<file path="config.mk">
export PLATFORM = sky130hd
export DESIGN_NAME = ssram_arbiter
export DESIGN_NICKNAME = d
export VERILOG_FILES = /design/src/rtl/ssram_arbiter_pkg.sv /design/src/rtl/ssram_arbiter.sv
export SDC_FILE = /design/constraint.sdc
export NUM_CORES = 1
export LEC_CHECK = 0
export ABC_AREA = 1
export BUFFER_PORTS_ARGS = -buffer_cell sky130_fd_sc_hd__buf_2
export CAP_MARGIN = 5
export CORE_AREA = 10 10 93 95
export CTS_CLUSTER_SIZE = 16
export DETAILED_ROUTE_END_ITERATION = 8
export DIE_AREA = 0 0 103 105
export HOLD_SLACK_MARGIN = 0.1
export PLACE_DENSITY = 0.74
export SLEW_MARGIN = 20
export SYNTH_ARGS = -nofsm -noshare
export SYNTH_HDL_FRONTEND = slang
export SYNTH_SLANG_ARGS = --single-unit
</file>
<file path="constraint.sdc">
create_clock -name HCLK -period 1.39 [get_ports HCLK]
set_input_delay 0.0695 -clock HCLK [delete_from_list [all_inputs] [get_ports HCLK]]
set_output_delay 0.0695 -clock HCLK [all_outputs]
set_load 0.005 [all_outputs]
</file>
<file path="src/rtl/ssram_arbiter_pkg.sv">
// ssram_arbiter_pkg: shared definitions for the two-port SSRAM arbiter.
//   owner_e             - lock-ownership state (IDLE=0, OWN0=1, OWN1=2)
//   STARVE_LIMIT_DFLT   - default denied-cycle count before port 1 is forced
//   STARVE_W            - width of the starvation counter
package ssram_arbiter_pkg;

  typedef enum logic [1:0] {
    IDLE = 2'd0,
    OWN0 = 2'd1,
    OWN1 = 2'd2
  } owner_e;

  localparam int unsigned STARVE_LIMIT_DFLT = 4;
  localparam int unsigned STARVE_W          = 4;

endpackage : ssram_arbiter_pkg

</file>
<file path="src/rtl/ssram_arbiter.sv">
// ssram_arbiter: arbitrates two requesters onto one synchronous SRAM port.
//   Port 0 carries AHB-bridge traffic, port 1 carries DMA/debug traffic.
//   Priority: lock owner > starved port 1 > port 0 > port 1.
//   Ports:
//     HCLK, HRESETn           - clock, asynchronous active-low reset
//     pN_req/lock/we/addr/wb/din (N=0,1) - request side
//     pN_gnt                  - combinational accept
//     pN_rvalid/pN_dout       - read return, one cycle after a read grant
//     sram_en/we/addr/enb/wb/din, sram_dout - SRAM side
module ssram_arbiter
  import ssram_arbiter_pkg::*;
#(
  parameter int unsigned AW           = 12,
  parameter int unsigned STARVE_LIMIT = STARVE_LIMIT_DFLT
) (
  input  logic          HCLK,
  input  logic          HRESETn,
  input  logic          p0_req,
  input  logic          p0_lock,
  input  logic          p0_we,
  input  logic [AW-1:0] p0_addr,
  input  logic [3:0]    p0_wb,
  input  logic [31:0]   p0_din,
  output logic          p0_gnt,
  output logic          p0_rvalid,
  output logic [31:0]   p0_dout,
  input  logic          p1_req,
  input  logic          p1_lock,
  input  logic          p1_we,
  input  logic [AW-1:0] p1_addr,
  input  logic [3:0]    p1_wb,
  input  logic [31:0]   p1_din,
  output logic          p1_gnt,
  output logic          p1_rvalid,
  output logic [31:0]   p1_dout,
  output logic          sram_en,
  output logic          sram_we,
  output logic [AW-1:0] sram_addr,
  output logic [3:0]    sram_enb,
  output logic [3:0]    sram_wb,
  output logic [31:0]   sram_din,
  input  logic [31:0]   sram_dout
);

  localparam logic [STARVE_W-1:0] LIMIT = STARVE_W'(STARVE_LIMIT);

  owner_e              owner_q, owner_d;
  logic [STARVE_W-1:0] starve_q, starve_d;
  logic                rvalid0_q, rvalid0_d;
  logic                rvalid1_q, rvalid1_d;

  // Grant and next-state. An owner that drops its request in OWNN gets no
  // grant that cycle and the other port stays blocked until IDLE is reached.
  always_comb begin
    p0_gnt = 1'b0;
    p1_gnt = 1'b0;
    unique case (owner_q)
      OWN0: p0_gnt = p0_req;
      OWN1: p1_gnt = p1_req;
      default: begin
        if (p1_req && (starve_q == LIMIT)) p1_gnt = 1'b1;
        else if (p0_req)                   p0_gnt = 1'b1;
        else if (p1_req)                   p1_gnt = 1'b1;
      end
    endcase

    // Ownership persists only while the owner is granted with lock held.
    owner_d = IDLE;
    if (p0_gnt && p0_lock)      owner_d = OWN0;
    else if (p1_gnt && p1_lock) owner_d = OWN1;

    starve_d = starve_q;
    if (!p1_req || p1_gnt)    starve_d = '0;
    else if (starve_q < LIMIT) starve_d = starve_q + 1'b1;

    rvalid0_d = p0_gnt && !p0_we;
    rvalid1_d = p1_gnt && !p1_we;
  end

  // SRAM mux; address/data default to port 0 when nobody is granted.
  always_comb begin
    sram_en   = p0_gnt | p1_gnt;
    sram_we   = 1'b0;
    sram_enb  = '0;
    sram_addr = p0_addr;
    sram_din  = p0_din;
    if (p1_gnt) begin
      sram_we   = p1_we;
      sram_enb  = p1_wb;
      sram_addr = p1_addr;
      sram_din  = p1_din;
    end else if (p0_gnt) begin
      sram_we   = p0_we;
      sram_enb  = p0_wb;
    end
    sram_wb = sram_enb & {4{sram_we}};
  end

  always_ff @(posedge HCLK or negedge HRESETn) begin
    if (!HRESETn) begin
      owner_q   <= IDLE;
      starve_q  <= '0;
      rvalid0_q <= 1'b0;
      rvalid1_q <= 1'b0;
    end else begin
      owner_q   <= owner_d;
      starve_q  <= starve_d;
      rvalid0_q <= rvalid0_d;
      rvalid1_q <= rvalid1_d;
    end
  end

  assign p0_rvalid = rvalid0_q;
  assign p1_rvalid = rvalid1_q;
  assign p0_dout   = sram_dout;
  assign p1_dout   = sram_dout;

endmodule : ssram_arbiter
</file>
After elaboration in Yosys (flattened, before gate mapping):

Cells that the tools add are included.

* $add $sub $neg: 1
* magnitude comparators: 1
* equal/unequal tests: 3
* multiplexer cells: 17
* bitwise logic cells: 2
* reductions and logical operators: 10

Operators with widths (count)
* $mux 32: 1
* $mux 4: 4
* $mux 12: 1
* $mux 1: 7
* $logic_and 1x1->1: 5
* $add 4x1->4 const B: 1
* $and 4x4->4: 1
* $eq 4x3->1 const B: 1
* $lt 4x3->1 const B: 1
* $mux 2: 2
* $pmux 1 s2: 2
* $logic_not 1->1: 3
* $eq 2x1->1 const B: 1
* $eq 2x2->1 const B: 1
* $reduce_bool 2->1: 1
* $logic_or 1x1->1: 1
* $or 1x1->1: 1

* bits in registers: 8
* input bits: 136

Longest topological paths before layout:

Gate-level depths: netlist of run 1.

* depth after elaboration: 7
* depth in mapped cells: 12
* gate-level depth less buffers: 11

Worst setup path after synthesis of run 1:

No wires, ideal clock.

* path kind: reg2out
* start point: register owner_q[0]
* end point: output sram_wb[0]
* arrival: 1360 ps
* data required time: 1321 ps
* slack: -40 ps
* cell stages (with the launch flop): 12
* cells stage by stage: dfrtp_1 > inv_1 > ha_1 > nand2_1 > nand2_1 > nand2_2 > nand2_4 > inv_4 > buf_6 > nor2_1 > nor2_2 > nor2_1

* cells in the longest elaborated chain, start to end: 5
* elaborated cells on any way between the ends: 9

RTL lines
* start, declared: line ssram_arbiter.sv:47 `owner_e owner_q, owner_d;`
* start signal, assigned: line ssram_arbiter.sv:106 `owner_q <= owner_d;`
* $eq 2x2->1 / $eq 2x1->1 (equally long branches): line ssram_arbiter.sv:57 `unique case (owner_q)`
* $pmux 1 s2: line ssram_arbiter.sv:57
* $mux 4 / $mux 1 (equally long branches): line ssram_arbiter.sv:92 `end else if (p0_gnt) begin`
* $mux 4 / $mux 1 (equally long branches): line ssram_arbiter.sv:87 `if (p1_gnt) begin`
* $and 4x4->4 *: line ssram_arbiter.sv:96 `sram_wb = sram_enb & {4{sram_we}};`
* end, declared: line ssram_arbiter.sv:40 `output logic [3:0] sram_wb,`

Mark *: on every way between the ends. The rest lies on a longest branch, timed or not.

Worst setup path in the final report of run 1:

* start point: register starve_q[0]
* end point: output sram_din[25]

* cells in the longest elaborated chain, start to end: 5

RTL lines
* start, declared: line ssram_arbiter.sv:48 `logic [STARVE_W-1:0] starve_q, starve_d;`
* start signal, assigned: line ssram_arbiter.sv:107 `starve_q <= starve_d;`
* $eq 4x3->1: line ssram_arbiter.sv:61 `if (p1_req && (starve_q == LIMIT)) p1_gnt = 1'b1;`
* $logic_and 1x1->1: line ssram_arbiter.sv:61
* $mux 1: line ssram_arbiter.sv:61
* $pmux 1 s2: line ssram_arbiter.sv:57
* $mux 32: line ssram_arbiter.sv:87
* end, declared: line ssram_arbiter.sv:41 `output logic [31:0] sram_din,`

Every way passes these cells.

==> results_dict.tcl, run 1 <==
set metrics [dict create \
    grt_max_degree 32 \
    n_antenna_cell 0 \
    worst_pin_slew_ns 0.240 \
    ys_ff_latch 8 \
    max_cap_violations 0 \
    die_h_um 105 \
    syn_area_mm2 0.00163 \
    syn-num-nets 431 \
    placed_cells 470 \
    power_mw 1.68 \
    synth_top_family_by_area "simple AND/OR/NAND/NOR gates" \
    synthFlopType "dfrtp_1" \
    fp.dieW_um 103 \
    core_area_mm2 0.00676 \
    synthMuxAreaShare_pct 0 \
    grt_pass1_vias 2172 \
    num_vias 2019 \
    synth-simple-area-share_pct 43.8 \
    synth.top_cell.area_share_pct 33.5 \
    areaGrowthSynthToFinish_pct 53.4 \
    max_freq_mhz 548 \
    wire_per_inst_um 14.6 \
    hold_viol 0 \
    rows 30 \
    io_pins 258 \
    status "finished, violations left" \
    cpPeakStageDelay_ns 0.39 \
    power.density_mw_per_mm2 672 \
    syn_area_per_cell_um2 5.59 \
    dieArea_mm2 0.0108 \
    post_route_cells_drive_above_1_share_pct 57.2 \
    ys_top_cells_by_area "nand2_1 33%, buf_4 31%, dfrtp_1 12%, inv_1 4.8%, nor2_1 3.9%" \
    worst-path-max-fanout 9 \
    arrival_ns 1.75 \
    vias_per_cell 4.17 \
    numCtsBuffers 3 \
    finalNonFillerCells 484 \
    grt_pass1_wl_um 10400 \
    root_buffer "clkbuf_8" \
    totalWireLength_um 7070 \
    dr.pass1.iters 4 \
    reg2regPathDepth 8 \
    netlist_top_cells_count "145 x nand2_1, 68 x buf_4, 21 x inv_1, 17 x nor2_1, 9 x nor2_2" \
    clk_latency_ns 0.23 \
    synth-compound-area-share_pct 1.08 \
    cp_common_cell "nand2_1" \
    violations "negative setup slack" \
    hp-start "sram_dout[4]" \
    design_area_mm2 0.00249 \
    r2r-start "owner_q[1]" \
    synthAdderAreaFrac_pct 3.08 \
    crit_chain "inv_2 > ha_2 > nand2_1 > inv_2 > nand2_1 > nand2_2 > nand2_4 > inv_8 > bufbuf_16 > nand2_1 > nand2_1 > buf_2" \
    antenna_found_initial 0 \
    synth_xor_area_share_pct 0.538 \
    fin_crit_sh_pct 131 \
    grt_usage_pct 11.7 \
    finalMaxSlewViolations 0 \
    start_util_pct 24.1 \
    place_congestion 0.738 \
    p_leak_nw 1.59 \
    hpwl_um 5910 \
    r2r-end "starve_q[1]" \
    placed_cell_area_mm2 0.00214 \
    clockBufferDepth 2 \
    vdd_drop_max_mv 0.311 \
    rsz0062_at_grt "yes" \
    yosysUniqueCellTypes 16 \
    fin_skew_ns 0.00185 \
    fin_crit_ns 1.82 \
    cp.required_ns 1.32 \
    layout.nets 546 \
    drc 0 \
    drt_iter0_markers 70 \
    setup_viol 61 \
    yosysSeqAreaShare_pct 12.3 \
    yosysMostFrequentCell "nand2_1" \
    holdPathEnd "p1_dout[4]" \
    ys_warn_count 0 \
    hp-class "input port to output pin" \
    cts.sinks 8 \
    synth_edf_count 0 \
    ant_nets 0 \
    whs_path_depth 0 \
    fin_ws_ns -0.433 \
    clk_pin_slew_ns 0.04 \
    crit_type "flip-flop to output pin" \
    postSynthCellCount 291 \
    overflow 0 \
    async_flop_share_pct 100 \
    crit_path_end_kind "output pin" \
    cts_tree "yes" \
    cp-start-kind "flip-flop" \
    io_buffers 161 \
    slew_headroom_pct 83.9 \
    r2r_slack_ns -0.14 \
    htreeDepth 1 \
    synth_top_cell_by_area "nand2_1" \
    cp_slowest_cell "dfrtp_1" \
]
worst max path at each step:
stage | startpoint | endpoint | depth (start not counted)
floorplan | owner_q[1] | sram_wb[0] | 10
global placement | owner_q[1] | sram_din[6] | 9
detailed placement | owner_q[1] | starve_q[1] | 8
CTS | owner_q[1] | sram_wb[2] | 11
global route | starve_q[0] | sram_din[2] | 12
finish | starve_q[0] | sram_din[25] | 12
state kept, by name, indices dropped and copies added (netlist names):
signal,count
starve_q,4
p1_rvalid,1
owner_q,2
p0_rvalid,1
layout make-up:
type	count	area (µm²)
repair buffers	184	1130
clock buffers	3	41.3
well taps	80	100
inverters	22	90.1
multi-input cells	187	933
fillers	720	4260
flip-flops and latches	8	200
what timing repair did:
action,CTS,global route
gates resized for setup,7,44
gates cloned,1,1
pin swaps,0,9
hold buffers,4,0
endpoints found under the hold margin,11,0
endpoints found under the setup margin,63,64
buffers inserted,1,4
routing by layer:
metal / vias to the layer above / GRT usage, % / routed length (µm)
li1: 1018 / - / -
met1: 838 / 11.3 / 2360
met2: 138 / 20.6 / 3550
met4: 0 / 4.08 / 171
met3: 25 / 5.93 / 996
met5: - / 0 / 0
worst max-delay path: cells and delay by family (launching register included):
family,cells,cell delay [ns]
fa+ha+maj,1,0.16
buf+inv,5,0.58
flops,1,0.39
simple gates,6,0.38
placed cells by master (no fill, tap or decap), drive strengths merged:
cell type    Yosys  final
xor2             1      1
a21oi            2      2
clkbuf           0      4
dfrtp            8      8
buf             74    178
dlygate4sd3      0      4
nand2          147    147
nand3            6      6
bufbuf           0      1
ha               4      4
nor2            26     26
o21a             1      1
inv             22     22
cells by family (layout without fill, tap and decap cells):
group,after synthesis,in the layout
simple gates,179,179
buf+inv,96,209
flops,8,8
fa+ha+maj,4,4
compound gates,3,3
xor+xnor,1,1
report_power, final:
group	internal [mW]	switching, mW
logic	0.587	0.547
registers	0.251	0.0113
clock network	0.188	0.0935
stage by stage:
stage | hold slack, ns | setup TNS, ns | utilization [%] | setup WS, ns
5_1_grt | 0.139 | -27.61 | 36.9 | -0.518
4_1_cts | 0.139 | -21.31 | 33.9 | -0.414
6_report | 0.139 | -21.40 | 36.9 | -0.433
3_3_place_gp | -0.0890 | -7.21 | 31.7 | -0.158
3_5_place_dp | -0.0846 | -9.47 | 31.7 | -0.225
2_1_floorplan | -0.226 | -0.0478 | - | -0.0119
No activity file was read; power rests on OpenSTA's default activity.
==> run 2: changes to the inputs <==
--- a/config.mk
+++ b/config.mk
@@ -8,12 +8,13 @@
 export ABC_AREA = 1
 export BUFFER_PORTS_ARGS = -buffer_cell sky130_fd_sc_hd__buf_2
 export CAP_MARGIN = 5
-export CORE_AREA = 10 10 93 95
+export CORE_AREA = 10 10 91 93
+export CTS_BUF_LIST = sky130_fd_sc_hd__clkbuf_8
 export CTS_CLUSTER_SIZE = 16
 export DETAILED_ROUTE_END_ITERATION = 8
-export DIE_AREA = 0 0 103 105
+export DIE_AREA = 0 0 101 103
 export HOLD_SLACK_MARGIN = 0.1
-export PLACE_DENSITY = 0.74
+export PLACE_DENSITY = 0.77
 export SLEW_MARGIN = 20
 export SYNTH_ARGS = -nofsm -noshare
 export SYNTH_HDL_FRONTEND = slang
==> run 2 against run 1 <==
  * The flow still finishes with violations (negative setup slack)
  * Core utilization up 0.83 points
  * Routed wire length up 1.4%
  * Global-route usage up 0.13 points
  * Combinational power about the same
  * First-iteration DRC count down 17%
  * Design area down 0.60%
  * Flip-flop and latch count unchanged
  * Sequential share of layout area about the same
  * Power down 1.9%
  * Hold slack about the same
  * Die area down 3.8%
  * Final cell count up 0.41%
  * Largest power group unchanged
  * Highest routed layer unchanged
==> results_dict.tcl, run 2 (synthesized netlist as in run 1, its figures left out) <==
set metrics [dict create \
    io_buffers 161 \
    cp_slowest_cell "dfrtp_1" \
    finish.utilization_pct 37.8 \
    io_pins 258 \
    clockBufferDepth 2 \
    largest_register "starve_q" \
    die_h_um 103 \
    placed_cell_area_mm2 0.00212 \
    drt_iter0_markers 58 \
    overflow 0 \
    crit_path_end_kind "output pin" \
    numCtsBuffers 3 \
    wire_per_inst_um 14.8 \
    max_freq_mhz 535 \
    grt_pass1_wl_um 10100 \
    core_area_mm2 0.00657 \
    vias_per_cell 4.15 \
    start_util_pct 24.8 \
    fin_crit_ns 1.87 \
    dieArea_mm2 0.0104 \
    fin_skew_ns 0.000218 \
    totalWireLength_um 7170 \
    power.density_mw_per_mm2 664 \
    post_route_cells_drive_above_1_share_pct 55.3 \
    clk_pin_slew_ns 0.04 \
    worst-path-max-fanout 5 \
    place_congestion 0.752 \
    hold_viol 0 \
    cp.required_ns 1.32 \
    largest_register_ffs 4 \
    dr.pass1.iters 4 \
    cp-start-kind "flip-flop" \
    areaGrowthSynthToFinish_pct 52.5 \
    fp.dieW_um 101 \
    max_cap_violations 0 \
    cpPeakStageDelay_ns 0.40 \
    rsz0062_at_grt "yes" \
    crit_chain "ha_4 > nand2_2 > nand2_2 > nand2_4 > nand2_8 > clkinv_8 > buf_12 > nor2_4 > nor2_4 > nor2_2 > buf_2" \
    ant_nets 0 \
    drc 0 \
    vdd_drop_max_mv 0.294 \
    antenna_found_initial 1 \
    slew_headroom_pct 84.7 \
    status "finished, violations left" \
    cts_tree "yes" \
    setup_viol 62 \
    design_area_mm2 0.00248 \
    worst_pin_slew_ns 0.229 \
    violations "negative setup slack" \
    layout.nets 547 \
    hp-class "input port to output pin" \
    grt_pass1_vias 2219 \
    rows 30 \
    grt_max_degree 32 \
    num_vias 2015 \
    clk_latency_ns 0.22 \
    root_buffer "clkbuf_8" \
    finalMaxSlewViolations 0 \
    final_common_cell "buf_2" \
    fin_ws_ns -0.478 \
    cts.sinks 8 \
    htreeDepth 1 \
    final_cell_mix "160 x buf_2, 131 x nand2_1, 16 x inv_1, 13 x nand2_2, 12 x nor2_1" \
    p_leak_nw 1.60 \
    arrival_ns 1.80 \
    hpwl_um 5660 \
    grt_usage_pct 11.8 \
    reg.largest.list "starve_q (4), owner_q (2)" \
    crit_type "flip-flop to output pin" \
    fin_crit_sh_pct 134 \
]
-- run 2: changes by cell type in the layout (fill, tap and decap cells not counted), sizes merged --
cell | previous run | this run
diode | 0 | 1
clkbuf | 4 | 5
inv | 22 | 21
clkinv | 0 | 1
-- run 2: timing repair --
action	in CTS	in global routing
gates cloned	2	3
buffers inserted	1	2
hold buffers	4	0
resized for setup	16	26
pin swaps	3	6
endpoints found under the hold margin	11	0
endpoints found under the setup margin	61	62
-- run 2: where the power goes --
group / internal (mW) / switching [mW] / leakage (nW)
logic: 0.573 / 0.537 / 1.47
clock network: 0.187 / 0.0856 / 0.0216
registers: 0.252 / 0.0117 / 0.107
total: 1.01 / 0.634 / 1.60
-- run 2: cell type report --
| cell class | instances | area (µm²) |
|---|---|---|
| multi-input cells | 187 | 901 |
| well taps | 80 | 100 |
| inverters | 22 | 95.1 |
| fillers | 688 | 4090 |
| flip-flops and latches | 8 | 200 |
| diodes | 1 | 2.50 |
| clock buffers | 3 | 41.3 |
| repair buffers | 185 | 1140 |
-- run 2: stage by stage --
step | hold WS, ns | power [mW] | TNS (ns) | std cells | setup WS (ns)
floorplan | -0.226 | 0.853 | -0.0478 | 291 | -0.0119
global placement | -0.0870 | 1.15 | -8.56 | 470 | -0.232
detailed placement | -0.0849 | 1.17 | -10.87 | 470 | -0.272
CTS | 0.139 | 1.55 | -22.16 | 480 | -0.445
global route | 0.139 | 1.81 | -30.44 | 485 | -0.576
finish | 0.139 | 1.65 | -23.50 | 486 | -0.478
-- run 2: worst paths after layout --
kind	depth (start not counted)	from	end	slack, ns
min in group asynchronous	2	HRESETn	starve_q[1]	0.24
worst min register to register	3	starve_q[2]	starve_q[2]	0.61
max in group asynchronous	2	HRESETn	owner_q[1]	0.98
worst min-delay path	0	sram_dout[12]	p0_dout[12]	0.14
worst max-delay path	11	owner_q[1]	sram_wb[1]	-0.48
worst max register to register	9	owner_q[1]	starve_q[1]	-0.19
-- run 2: per-layer routing --
layer	part of all wire, %	GRT usage, %	vias to the layer above	wire (µm)
met3	13	6.17	24	939
met2	50	21.6	127	3590
met5	0	0	-	0
met4	2.5	4.50	0	182
met1	34	10.9	844	2460
li1	-	-	1020	-
-- run 2: critical path: cells and delay by family (launching register included) --
family                     cells  cell delay, ns
adders and majority gates      1            0.30
DFF                            1            0.40
buffers and inverters          3            0.35
and+or+nand+nor                7            0.53
==> run 3: changes to the inputs <==
--- a/config.mk
+++ b/config.mk
@@ -8,13 +8,17 @@
 export ABC_AREA = 1
 export BUFFER_PORTS_ARGS = -buffer_cell sky130_fd_sc_hd__buf_2
 export CAP_MARGIN = 5
-export CORE_AREA = 10 10 91 93
+export CELL_PAD_IN_SITES_DETAIL_PLACEMENT = 1
+export CELL_PAD_IN_SITES_GLOBAL_PLACEMENT = 1
+export CORE_ASPECT_RATIO = 1.1
+export CORE_MARGIN = 10
+export CORE_UTILIZATION = 14
 export CTS_BUF_LIST = sky130_fd_sc_hd__clkbuf_8
 export CTS_CLUSTER_SIZE = 16
 export DETAILED_ROUTE_END_ITERATION = 8
-export DIE_AREA = 0 0 101 103
 export HOLD_SLACK_MARGIN = 0.1
-export PLACE_DENSITY = 0.77
+export PLACE_DENSITY = 0.79
+export SETUP_SLACK_MARGIN = 0.15
 export SLEW_MARGIN = 20
 export SYNTH_ARGS = -nofsm -noshare
 export SYNTH_HDL_FRONTEND = slang
==> run 3 against run 2 <==
  * Critical endpoint is now sram_wb[3]
  * Clock-buffer cell count stayed put
  * Core utilization shrank 13 points
  * Global-route usage fell by 2.7 points
  * Final cell count is 17% higher
  * Combinational power up 23%
  * Largest power group unchanged
  * Sequential power about the same
  * Maximum frequency fell by 2.3%
  * First-iteration DRC count down 33%
  * Via count up 6.8%
  * Clock skew about the same
  * The flow still finishes with violations (negative setup slack)
==> results_dict.tcl, run 3 (synthesized netlist as in run 1, its figures left out) <==
set metrics [dict create \
    final_common_cell "buf_2" \
    cp.required_ns 1.32 \
    place_congestion 0.765 \
    dieArea_mm2 0.0163 \
    areaGrowthSynthToFinish_pct 77.0 \
    crit_chain "ha_4 > nand2_2 > nand2_2 > nand2_4 > nand2_8 > clkinv_8 > buf_12 > nor2_2 > nor2_2 > nor2_1 > buf_2" \
    crit_path_end_kind "output pin" \
    grt_pass1_vias 2414 \
    fin_crit_ns 1.91 \
    power_mw 1.92 \
    r2r_slack_ns -0.19 \
    fillers 1500 \
    fin_ws_ns -0.522 \
    fp.dieW_um 123 \
    rows 41 \
    finalMaxSlewViolations 0 \
    final_cell_mix "156 x buf_2, 104 x nand2_1, 32 x nand2_2, 18 x buf_4, 16 x inv_1" \
    antenna_found_initial 0 \
    p_clk_share_pct 14.7 \
    totalWireLength_um 8600 \
    crit_type "flip-flop to output pin" \
    cts.sinks 8 \
    r2r-start "owner_q[1]" \
    grt_max_degree 30 \
    clockBufferDepth 2 \
    finalNonFillerCells 571 \
    p_int_mw 1.15 \
    switching_share_pct 39.8 \
    hp-class "input port to output pin" \
    clk_pin_slew_ns 0.04 \
    reg2regPathDepth 10 \
    whs_path_depth 0 \
    vdd_drop_max_mv 0.227 \
    clk_latency_ns 0.23 \
    p_leak_nw 1.73 \
    n_antenna_cell 0 \
    max_cap_violations 0 \
    dp_slack_ns -0.226 \
    cp_slowest_cell "dfrtp_1" \
    cts_tree "yes" \
    seqPwrFrac_pct 13.7 \
    tns_ns -24.64 \
    share_comb_of_total_power_pct 71.6 \
    power.density_mw_per_mm2 666 \
    p_switching_mw 0.762 \
    dr.pass1.iters 4 \
    grt_pass1_wl_um 11800 \
    numCtsBuffers 3 \
    layout.nets 563 \
    worst_pin_slew_ns 0.230 \
    drt_iter0_markers 39 \
    io_buffers 161 \
    drc 0 \
    grt_usage_pct 9.08 \
    slew_headroom_pct 84.6 \
    start_util_pct 14.2 \
    cp-start-kind "flip-flop" \
    largest_register_ffs 4 \
    post_route_cells_drive_above_1_share_pct 64.1 \
    violations "negative setup slack" \
    whs_ns 0.139 \
    ant_nets 0 \
    multi_input_area_mm2 0.00102 \
    seq_area_um2 200 \
    r2r-end "owner_q[1]" \
    die_h_um 133 \
    vias_per_cell 3.77 \
    overflow 0 \
    io_pins 258 \
    largest_register "starve_q" \
    hp-start "sram_dout[27]" \
    reg.largest.list "starve_q (4), owner_q (2)" \
    max_freq_mhz 523 \
    fin_skew_ns 0.000310 \
    worst-path-max-fanout 6 \
    hpwl_um 6650 \
    cpPeakStageDelay_ns 0.40 \
    placed_cells 550 \
    num_vias 2153 \
    hold_viol 0 \
    htreeDepth 1 \
    core_area_mm2 0.0114 \
    fin_crit_sh_pct 138 \
    arrival_ns 1.84 \
    holdPathEnd "p0_dout[27]" \
    setup_viol 63 \
    wire_per_inst_um 15.1 \
    rsz0062_at_grt "yes" \
    root_buffer "clkbuf_8" \
    status "finished, violations left" \
]
==> run 3: cell types whose count changed in the layout (fill, tap and decap cells not counted), sizes merged <==
cell	before	now
buf	178	194
bufbuf	1	0
clkbuf	5	6
diode	1	0
dlygate4sd3	4	3
inv	21	22
==> run 3: repair_timing <==
item / in CTS / in global routing
pin swaps: 18 / 22
hold endpoints to repair: 10 / 0
hold buffers: 3 / 0
setup buffers: 4 / 6
cloned: 1 / 4
resized for setup: 36 / 50
setup endpoints to repair: 64 / 64
==> run 3: worst max path at each step <==
stage / start / end / slack [ns] / depth (start not counted)
after floorplan: owner_q[1] / sram_wb[0] / -0.01 / 10
after global placement: owner_q[1] / sram_wb[0] / -0.17 / 11
after detailed placement: owner_q[0] / sram_wb[0] / -0.23 / 12
after CTS: owner_q[0] / sram_wb[2] / -0.45 / 12
after global routing: owner_q[0] / sram_wb[3] / -0.62 / 12
final: owner_q[1] / sram_wb[3] / -0.52 / 11
==> run 3: metrics by stage <==
stage          util (%)  cell area, µm²
4_1_cts            22.4            2570
5_1_grt            25.2            2880
6_report           25.2            2880
3_3_place_gp       20.2            2310
3_5_place_dp       20.2            2310
2_1_floorplan         -            1660
==> run 3: power groups by stage <==
stage               registers (mW)  clock network, mW  logic, mW
CTS                          0.262              0.291       1.17
global route                 0.263              0.315       1.52
global placement             0.262                  0       1.01
detailed placement           0.264                  0       1.02
finish                       0.262              0.282       1.37
floorplan                    0.263                  0      0.596
==> run 3: layer usage <==
metal / track usage [%] / wire length (µm) / vias up / share of wire (%)
met1: 8.77 / 2990 / 958 / 35
met3: 2.94 / 809 / 34 / 9.4
li1: - / - / 1052 / -
met2: 16.4 / 4430 / 109 / 52
met4: 4.98 / 363 / 0 / 4.2
met5: 0 / 0 / - / 0
==> run 3: cell type report <==
type | count | area share, %
clock buffer | 3 | 1.43
inverter | 22 | 3.30
multi-input combinational | 187 | 35.3
sequential | 8 | 6.95
tap | 150 | 6.52
timing repair buffer | 200 | 46.2
timing repair inverter | 1 | 0.304
==> run 3: worst max-delay path, delay by kind of cell, from the launching register on <==
| family | cells | cell delay, ns |
|---|---|---|
| buffers and inverters | 3 | 0.35 |
| DFF | 1 | 0.40 |
| and+or+nand+nor | 7 | 0.57 |
| adders and majority gates | 1 | 0.29 |
